--- src/rtl/cache_req_queue_if.sv ---
// Core/cache handshake bundle for cache_req_queue: request intake, cache issue
// channel and completion response. The queue is the slave; the environment is the master.
interface cache_req_queue_if;
   logic        in_valid;
   logic        in_ready;
   logic [31:0] in_addr;
   logic [31:0] in_data;
   logic [1:0]  in_type;
   logic [31:0] req_addr;
   logic [31:0] req_data;
   logic [1:0]  req_type;
   logic        req_do;
   logic        req_done;
   logic [31:0] cache_data;
   logic        rsp_valid;
   logic [31:0] rsp_data;
   logic [1:0]  rsp_type;

   modport slave (
      input  in_valid, in_addr, in_data, in_type, req_done, cache_data,
      output in_ready, req_addr, req_data, req_type, req_do, rsp_valid, rsp_data, rsp_type
   );

   modport master (
      output in_valid, in_addr, in_data, in_type, req_done, cache_data,
      input  in_ready, req_addr, req_data, req_type, req_do, rsp_valid, rsp_data, rsp_type
   );
endinterface

--- src/rtl/cache_req_queue.sv ---
// Circular request FIFO in front of a single-outstanding cache port: entries are
// issued one at a time from the head and completed strictly in enqueue order.
module cache_req_queue #(
   parameter int DEPTH = 4
) (
   input  logic                   clk,
   input  logic                   reset,
   cache_req_queue_if.slave       bus,
   output logic [$clog2(DEPTH):0] count,
   output logic                   err_illegal
);
   localparam int PTR_W = $clog2(DEPTH);
   localparam logic [PTR_W:0] FULL = (PTR_W + 1)'(DEPTH);

   localparam logic [1:0] ST_IDLE  = 2'd0;
   localparam logic [1:0] ST_ISSUE = 2'd1;
   localparam logic [1:0] ST_WAIT  = 2'd2;

   localparam logic [1:0] T_READ    = 2'b00;
   localparam logic [1:0] T_ILLEGAL = 2'b11;

   logic [31:0]      addr_mem [DEPTH];
   logic [31:0]      data_mem [DEPTH];
   logic [1:0]       type_mem [DEPTH];
   logic [PTR_W-1:0] head;
   logic [PTR_W-1:0] tail;
   logic [1:0]       state;
   logic             accept;
   logic             push;
   logic             pop;
   logic             busy;
   logic             vld_p1;
   logic [31:0]      rsp_data_p1;
   logic [1:0]       rsp_type_p1;

   // in_ready looks only at the registered count, so a same-cycle pop never frees a slot early.
   assign bus.in_ready = (count < FULL);
   assign accept       = bus.in_valid && bus.in_ready;
   assign push         = accept && (bus.in_type != T_ILLEGAL);
   assign pop          = (state == ST_WAIT) && bus.req_done;

   always_ff @(posedge clk) begin
      if (push) begin
         addr_mem[tail] <= bus.in_addr;
         data_mem[tail] <= bus.in_data;
         type_mem[tail] <= bus.in_type;
      end
   end

   always_ff @(posedge clk or negedge reset) begin
      if (!reset) begin
         head        <= '0;
         tail        <= '0;
         count       <= '0;
         state       <= ST_IDLE;
         err_illegal <= 1'b0;
      end else begin
         if (push) tail <= tail + 1'b1;
         if (pop)  head <= head + 1'b1;
         case ({push, pop})
            2'b10:   count <= count + 1'b1;
            2'b01:   count <= count - 1'b1;
            default: count <= count;
         endcase
         if (accept && (bus.in_type == T_ILLEGAL)) err_illegal <= 1'b1;
         case (state)
            ST_IDLE:  if (count != '0) state <= ST_ISSUE;
            ST_ISSUE: state <= ST_WAIT;
            ST_WAIT:  if (bus.req_done) state <= ST_IDLE;
            default:  state <= ST_IDLE;
         endcase
      end
   end

   // Response stage: completion captured on the req_done edge, presented the cycle after.
   always_ff @(posedge clk or negedge reset) begin
      if (!reset) begin
         vld_p1      <= 1'b0;
         rsp_data_p1 <= '0;
         rsp_type_p1 <= '0;
      end else begin
         vld_p1 <= pop;
         if (pop) begin
            rsp_type_p1 <= type_mem[head];
            rsp_data_p1 <= (type_mem[head] == T_READ) ? bus.cache_data : '0;
         end
      end
   end

   // Head stays put during ISSUE/WAIT and a push never lands on it, so the request is stable.
   assign busy          = (state != ST_IDLE);
   assign bus.req_do    = (state == ST_ISSUE);
   assign bus.req_addr  = busy ? addr_mem[head] : '0;
   assign bus.req_data  = busy ? data_mem[head] : '0;
   assign bus.req_type  = busy ? type_mem[head] : '0;
   assign bus.rsp_valid = vld_p1;
   assign bus.rsp_data  = rsp_data_p1;
   assign bus.rsp_type  = rsp_type_p1;
endmodule

--- src/flat_wrapper.sv ---
// flat-port wrapper written by rule: the top's interface ports become plain ports
module cache_req_queue_flat 
#(
   parameter int DEPTH = 4
)
  (clk, reset, count, err_illegal, bus_in_valid, bus_in_addr, bus_in_data, bus_in_type, bus_req_done, bus_cache_data, bus_in_ready, bus_req_addr, bus_req_data, bus_req_type, bus_req_do, bus_rsp_valid, bus_rsp_data, bus_rsp_type);
  cache_req_queue_if bus_i ();
  input  logic clk;
  input  logic reset;
  output logic [$clog2(DEPTH):0] count;
  output logic err_illegal;
  input wire logic [$bits(bus_i.in_valid)-1:0] bus_in_valid;
  input wire logic [$bits(bus_i.in_addr)-1:0] bus_in_addr;
  input wire logic [$bits(bus_i.in_data)-1:0] bus_in_data;
  input wire logic [$bits(bus_i.in_type)-1:0] bus_in_type;
  input wire logic [$bits(bus_i.req_done)-1:0] bus_req_done;
  input wire logic [$bits(bus_i.cache_data)-1:0] bus_cache_data;
  output wire logic [$bits(bus_i.in_ready)-1:0] bus_in_ready;
  output wire logic [$bits(bus_i.req_addr)-1:0] bus_req_addr;
  output wire logic [$bits(bus_i.req_data)-1:0] bus_req_data;
  output wire logic [$bits(bus_i.req_type)-1:0] bus_req_type;
  output wire logic [$bits(bus_i.req_do)-1:0] bus_req_do;
  output wire logic [$bits(bus_i.rsp_valid)-1:0] bus_rsp_valid;
  output wire logic [$bits(bus_i.rsp_data)-1:0] bus_rsp_data;
  output wire logic [$bits(bus_i.rsp_type)-1:0] bus_rsp_type;
  assign bus_i.in_valid = bus_in_valid;
  assign bus_i.in_addr = bus_in_addr;
  assign bus_i.in_data = bus_in_data;
  assign bus_i.in_type = bus_in_type;
  assign bus_i.req_done = bus_req_done;
  assign bus_i.cache_data = bus_cache_data;
  assign bus_in_ready = bus_i.in_ready;
  assign bus_req_addr = bus_i.req_addr;
  assign bus_req_data = bus_i.req_data;
  assign bus_req_type = bus_i.req_type;
  assign bus_req_do = bus_i.req_do;
  assign bus_rsp_valid = bus_i.rsp_valid;
  assign bus_rsp_data = bus_i.rsp_data;
  assign bus_rsp_type = bus_i.rsp_type;
  cache_req_queue #(.DEPTH(DEPTH)) u_core (.clk(clk), .reset(reset), .bus(bus_i), .count(count), .err_illegal(err_illegal));
endmodule
--- config.mk ---
export PLATFORM = sky130hd
export DESIGN_NAME = cache_req_queue_flat
export DESIGN_NICKNAME = d
export VERILOG_FILES = /design/src/rtl/cache_req_queue_if.sv /design/src/rtl/cache_req_queue.sv /design/src/flat_wrapper.sv
export SDC_FILE = /design/constraint.sdc
export NUM_CORES = 1
export LEC_CHECK = 0
export ABC_AREA = 1
export BUFFER_PORTS_ARGS = -buffer_cell sky130_fd_sc_hd__buf_2
export CAP_MARGIN = 20
export CORE_MARGIN = 10
export CORE_UTILIZATION = 56
export DETAILED_ROUTE_END_ITERATION = 16
export PLACE_DENSITY = 0.8
export SLEW_MARGIN = 20
export SYNTH_ARGS = -nofsm -noshare
export SYNTH_HDL_FRONTEND = slang
export SYNTH_SLANG_ARGS = --single-unit
--- constraint.sdc ---
create_clock -name clk -period 4.84 [get_ports clk]
set_input_delay 0.242 -clock clk [delete_from_list [all_inputs] [get_ports clk]]
set_output_delay 0.242 -clock clk [all_outputs]
set_load 0.05 [all_outputs]
==> results of run 1 <==
## sequential cells by signal (all words and copies together) (netlist names)
register and flops:
u_core.count 3, u_core.bus.rsp_data 32, u_core.bus.rsp_type 2, u_core.addr_mem 128, u_core.data_mem 128, u_core.err_illegal 1, u_core.head 2, u_core.type_mem 8
u_core.state 2, u_core.tail 2, u_core.bus.rsp_valid 1
## cells by family after synthesis
logic type	synth area share (%)
AND/OR/NAND/NOR	13.1
flip-flops	73.7
AO/OA/AOI/OAI	8.49
buffers and inverters	3.70
adder cells (fa/ha/maj)	0.672
XOR/XNOR	0.357
## what timing repair did
action	CTS	global route
hold buffers	91	0
gates resized for setup	0	0
endpoints found under the hold margin	333	0
setup endpoints to repair	0	0
## power groups by stage
| stage | Clock (mW) | Combinational (mW) | Sequential [mW] |
|---|---|---|---|
| 3_3_place_gp | 0 | 4.67 | 3.49 |
| 5_1_grt | 2.32 | 5.19 | 3.49 |
| 4_1_cts | 2.21 | 4.83 | 3.45 |
| 3_5_place_dp | 0 | 4.74 | 3.50 |
| 2_1_floorplan | 0 | 3.21 | 3.88 |
| 6_report | 2.19 | 4.84 | 3.46 |
## layout make-up
class                           count  area, um^2  area share (%)
Multi-Input combinational cell    633        2810            18.3
Tap cell                          280         350            2.28
Clock buffer                       44         855            5.56
Sequential cell                   309        9060            58.9
Clock inverter                      9        68.8           0.448
Inverter                           44         170            1.11
Timing Repair Buffer              312        2050            13.3
Antenna cell                        2        5.00          0.0326
## through the flow
stage / setup slack [ns] / total power [mW] / cell area, um^2
finish: 1.49 / 10.5 / 15400
global route: 1.25 / 11.0 / 15400
CTS: 1.44 / 10.5 / 15400
detailed placement: 1.97 / 8.24 / 13500
global placement: 2.13 / 8.15 / 13500
floorplan: 0.170 / 7.09 / 12300
## routing by layer
metal | part of all wire [%] | vias up
li1 | - | 4122
met1 | 38 | 4136
met2 | 52 | 343
met3 | 7.3 | 50
met4 | 2.2 | 0
met5 | 0 | -
## synth_stat cells (all sizes together) (2+ instances only)
library cell	instances	share of area (%)
clkbuf	21	0.64
nand2	114	3.6
xor2	4	0.29
nand3	7	0.43
buf	38	1.7
inv	44	1.4
o21bai	2	0.12
nor2	294	9.0
edfxtp	264	65
nor3	2	0.081
ha	5	0.51
a21oi	67	2.8
o21ai	136	5.5
dfrtp	45	9.2
## worst paths after layout
path                                          from                 endpoint  depth (start not counted)
hold / removal                  bus_cache_data[19]  u_core.bus.rsp_data[19]                          5
min in group asynchronous                    reset  u_core.bus.rsp_data[20]                          2
max in group asynchronous                    reset           u_core.head[0]                          2
hold reg to reg            u_core.bus.rsp_data[16]  u_core.bus.rsp_data[16]                          2
setup / recovery                    u_core.head[0]         bus_req_addr[17]                          6
setup reg to reg                    u_core.head[0]  u_core.bus.rsp_data[23]                          8
## worst max-delay path, delay by kind of cell, from the launching register on
kind                   cells  cell delay, ns
AO/OA/AOI/OAI              2            0.41
AND/OR/NAND/NOR            2            0.24
buffers and inverters      2            1.12
flip-flops                 1            0.72
==> summary.txt, run 1 <==
status -> complete, no violations
Int Power -> 5.58 mW
Filler cells -> 1407
Final #Nets -> 1438
vias in the first global route -> 8876
DR pass1 iterations -> 5
syn_area_per_cell -> 11.8 um^2
Max Cap Viol -> 0
final setup TNS -> 0 ns
root buffer cell -> clkbuf_16
Post-Synthesis Cells -> 1045
critical-path cell list -> buf_4, nor2_1, nor2_1, o21ai_0, a21oi_1, buf_2
fin crit period -> 3.35 ns
drt wl/cell -> 18.7 um
# clock sinks -> 309
area of the core -> 21700 um^2
Syn-to-layout area delta -> 25.1%
grt met1 use -> 24.7%
clock network latency to the later pin of the worst-skew pair -> 0.55 ns
Comb pwr share -> 46.1%
die area -> 28300 um^2
# setup viols final -> 0
Setup crit end kind -> primary output
Initial Util -> 56.6%
Slew Viols, Final -> 0
fmax -> 299 MHz
skew final -> 0.0168 ns
sequential share of the synthesized area -> 73.7%
Crit path top cell by count -> nor2_1
die height -> 168 um
sequential cell fraction of total power -> 33.0%
WL final -> 30.5 mm
cell area after synthesis -> 12300 um^2
CTS tree -> yes
Reg clk slew, reported paths -> 0.06 ns
P_leak -> 6.17 nW
critical path's slowest cell -> buf_4
ys async rst share -> 14.6%
DP Cell Count -> 1487
num ports -> 209
EDFF count, synth -> 264
Final Hold Viols -> 0
total grt overflow -> 0
postcts setup bufs -> 0
antenna viol nets, final -> 0
First DRT Iteration DRCs -> 863
Post-DP HPWL -> 16.2 mm
global-route wire length before repair -> 47.4 mm
post-synth cell types -> 26
global routing usage on met3 -> 4.68%
R2R Setup Slk -> 2.22 ns
FF+latch count, synth -> 309
CP max FO -> 92
largest net degree at the start of global routing -> 136
Num CTS Buffers -> 30
# DRC -> 0
CP required -> 4.60 ns
most frequent cells in the layout -> nor2_1, edfxtp_1, buf_2
Chip Width -> 168 um
total number of vias -> 8651
RSZ-0062 raised after global routing -> false
RD Place Congestion -> 0.776
most common cell after layout, fill and taps aside -> nor2_1
Power Density -> 682 nW/um^2
Post-Syn Nets -> 1153
ys flop type -> edfxtp_1
hold_ws -> 0.0223 ns
crit path kind -> register to primary output
final core utilization -> 70.9%
Clock Tree Buf Depth -> 3
Largest stage delay, worst path -> 0.81 ns
Site Rows -> 54
H-tree depth -> 1
Vias per Instance -> 5.30
antenna violations before repair -> 2
number of port buffers -> 208
Layout Cells excl Fill -> 1633
Slew @ Worst Pin -> 0.991 ns
GR peak layer -> met2
Peak VDD IR -> 0.511 mV
worst rel slew slack -> 33.9%
switching share of total power -> 46.7%
met2 Track Usage GR -> 36.2%
worst endpoint data arrival time -> 3.11 ns
Startpoint Class -> register
hold crit path type -> input pin to register
switching power -> 4.90 mW
gr usage total -> 20.6%
Clk pwr share -> 20.9%
synth warn -> 0
period utilization -> 69.2%
fraction of layout cells with a size suffix above 1 -> 20.4%
Note: power is estimated with default switching activity, not from simulation.
==> inputs of run 2 (changes only) <==
Clock period 4.84 ns to 3.2 ns, I/O delays scaled along.
==> summary.txt, run 2 (synthesis results as in run 1) <==
postcts setup bufs -> 0
clock network latency to the later pin of the worst-skew pair -> 0.55 ns
vias in the first global route -> 9315
Largest stage delay, worst path -> 0.50 ns
period utilization -> 85.3%
Syn-to-layout area delta -> 28.2%
met2 Track Usage GR -> 38.8%
most frequent cells in the layout -> nor2_1, edfxtp_1, buf_2
crit path kind -> register to primary output
critical path's slowest cell -> dfrtp_4
Reg clk slew, reported paths -> 0.07 ns
# hold bufs at CTS -> 102
Peak VDD IR -> 0.878 mV
Multi-input gate area -> 2810 um^2
H-tree depth -> 1
post-CTS sizing -> 0
Reg area -> 9060 um^2
largest net degree at the start of global routing -> 134
status -> complete, no violations
Final Hold Viols -> 0
CP required -> 3.04 ns
antenna viol nets, final -> 0
CP max FO -> 68
global routing usage on met3 -> 3.59%
DR pass1 iterations -> 5
die area -> 28300 um^2
RSZ-0062 raised after global routing -> false
fraction of layout cells with a size suffix above 1 -> 21.6%
gr usage total -> 21.8%
drt wl/cell -> 19.3 um
antenna violations before repair -> 2
# DRC -> 0
total grt overflow -> 0
Startpoint Class -> register
# clock sinks -> 309
CTS tree -> yes
fmax -> 366 MHz
Filler cells -> 1351
critical-path cell list -> inv_4, buf_4, o21ai_0, a21oi_1, buf_2
Clock Tree Buf Depth -> 3
fin crit period -> 2.73 ns
Final #Nets -> 1456
root buffer cell -> clkbuf_16
num ports -> 209
most common cell after layout, fill and taps aside -> nor2_1
worst endpoint data arrival time -> 2.57 ns
number of port buffers -> 208
Setup crit end kind -> primary output
Chip Width -> 168 um
Reg-to-Reg Start -> u_core.head[1]
First DRT Iteration DRCs -> 930
WL final -> 32.0 mm
CP startpoint -> u_core.head[0]
Initial Util -> 56.6%
Layout Cells excl Fill -> 1654
worst rel slew slack -> 43.1%
number of cells on the worst reg-to-reg path -> 5
hold_ws -> 0.195 ns
Power Density -> 1050 nW/um^2
hold crit path type -> input pin to asynchronous set/reset pin
Vias per Instance -> 5.46
area of the core -> 21700 um^2
total number of vias -> 9036
DP Cell Count -> 1493
# setup viols final -> 0
Num CTS Buffers -> 31
skew final -> 0.0113 ns
grt met1 use -> 25.4%
Slew Viols, Final -> 0
die height -> 168 um
GR peak layer -> met2
Post-DP HPWL -> 17.0 mm
Max Cap Viol -> 0
global-route wire length before repair -> 49.7 mm
Slew @ Worst Pin -> 0.853 ns
Site Rows -> 54
RD Place Congestion -> 0.773
P_leak -> 6.35 nW
## run 2: changes by cell type in the layout (fill, tap and decap cells not counted), sizes merged, moves of 2 or more
cell | previous run | this run
dlygate4sd3 | 91 | 102
bufinv | 1 | 7
clkbuf | 44 | 35
buf | 221 | 227
clkinv | 7 | 12
clkinvlp | 1 | 3
## run 2: routing by layer
layer  part of all wire, %  vias to the layer above
li1                      -                     4158
met1                    36                     4355
met2                    53                      418
met3                   6.4                      103
met4                   4.2                        2
met5                 0.022                        -
## run 2: critical path, delay by kind of cell (launching register included)
kind / cells / cell delay [ns]
flops: 1 / 0.50
compound gates: 2 / 0.37
buf+inv: 3 / 1.10
## run 2: final timing paths
path | endpoint | slack [ns]
worst min-delay path | u_core.bus.rsp_data[19] | 0.20
max in group asynchronous | u_core.head[0] | 2.54
min in group clk | u_core.data_mem[3][20] | 0.36
worst max-delay path | bus_req_data[6] | 0.47
worst max register to register | u_core.bus.rsp_data[8] | 0.88
worst min register to register | u_core.bus.rsp_type[1] | 0.48
## run 2: final cells by class
class	count	area share (%)
flip-flops and latches	309	57.5
diodes	1	0.0159
clock inverters	23	1.89
repair buffers	329	14.2
well taps	280	2.23
inverters	44	1.07
multi-input cells	633	17.9
clock buffers	35	5.21
## run 2: metrics by stage
stage	instance area, um^2	TNS [ns]	setup WS (ns)	util (%)	total power, mW
final	15700	0	0.470	72.6	16.6
after global routing	15700	0	0.342	72.6	17.4
after CTS	15700	0	0.478	72.6	16.6
after detailed placement	13600	0	0.995	62.7	12.6
after global placement	13600	0	1.03	62.7	12.5
after floorplan	12300	-112.03	-0.424	-	10.7
## run 2: power breakdown
| part | switching, mW | internal (mW) | total, mW |
|---|---|---|---|
| Sequential | 0.233 | 4.94 | 5.18 |
| Combinational | 5.86 | 1.67 | 7.53 |
| Clock | 1.50 | 2.40 | 3.90 |
| Total | 7.59 | 9.01 | 16.6 |
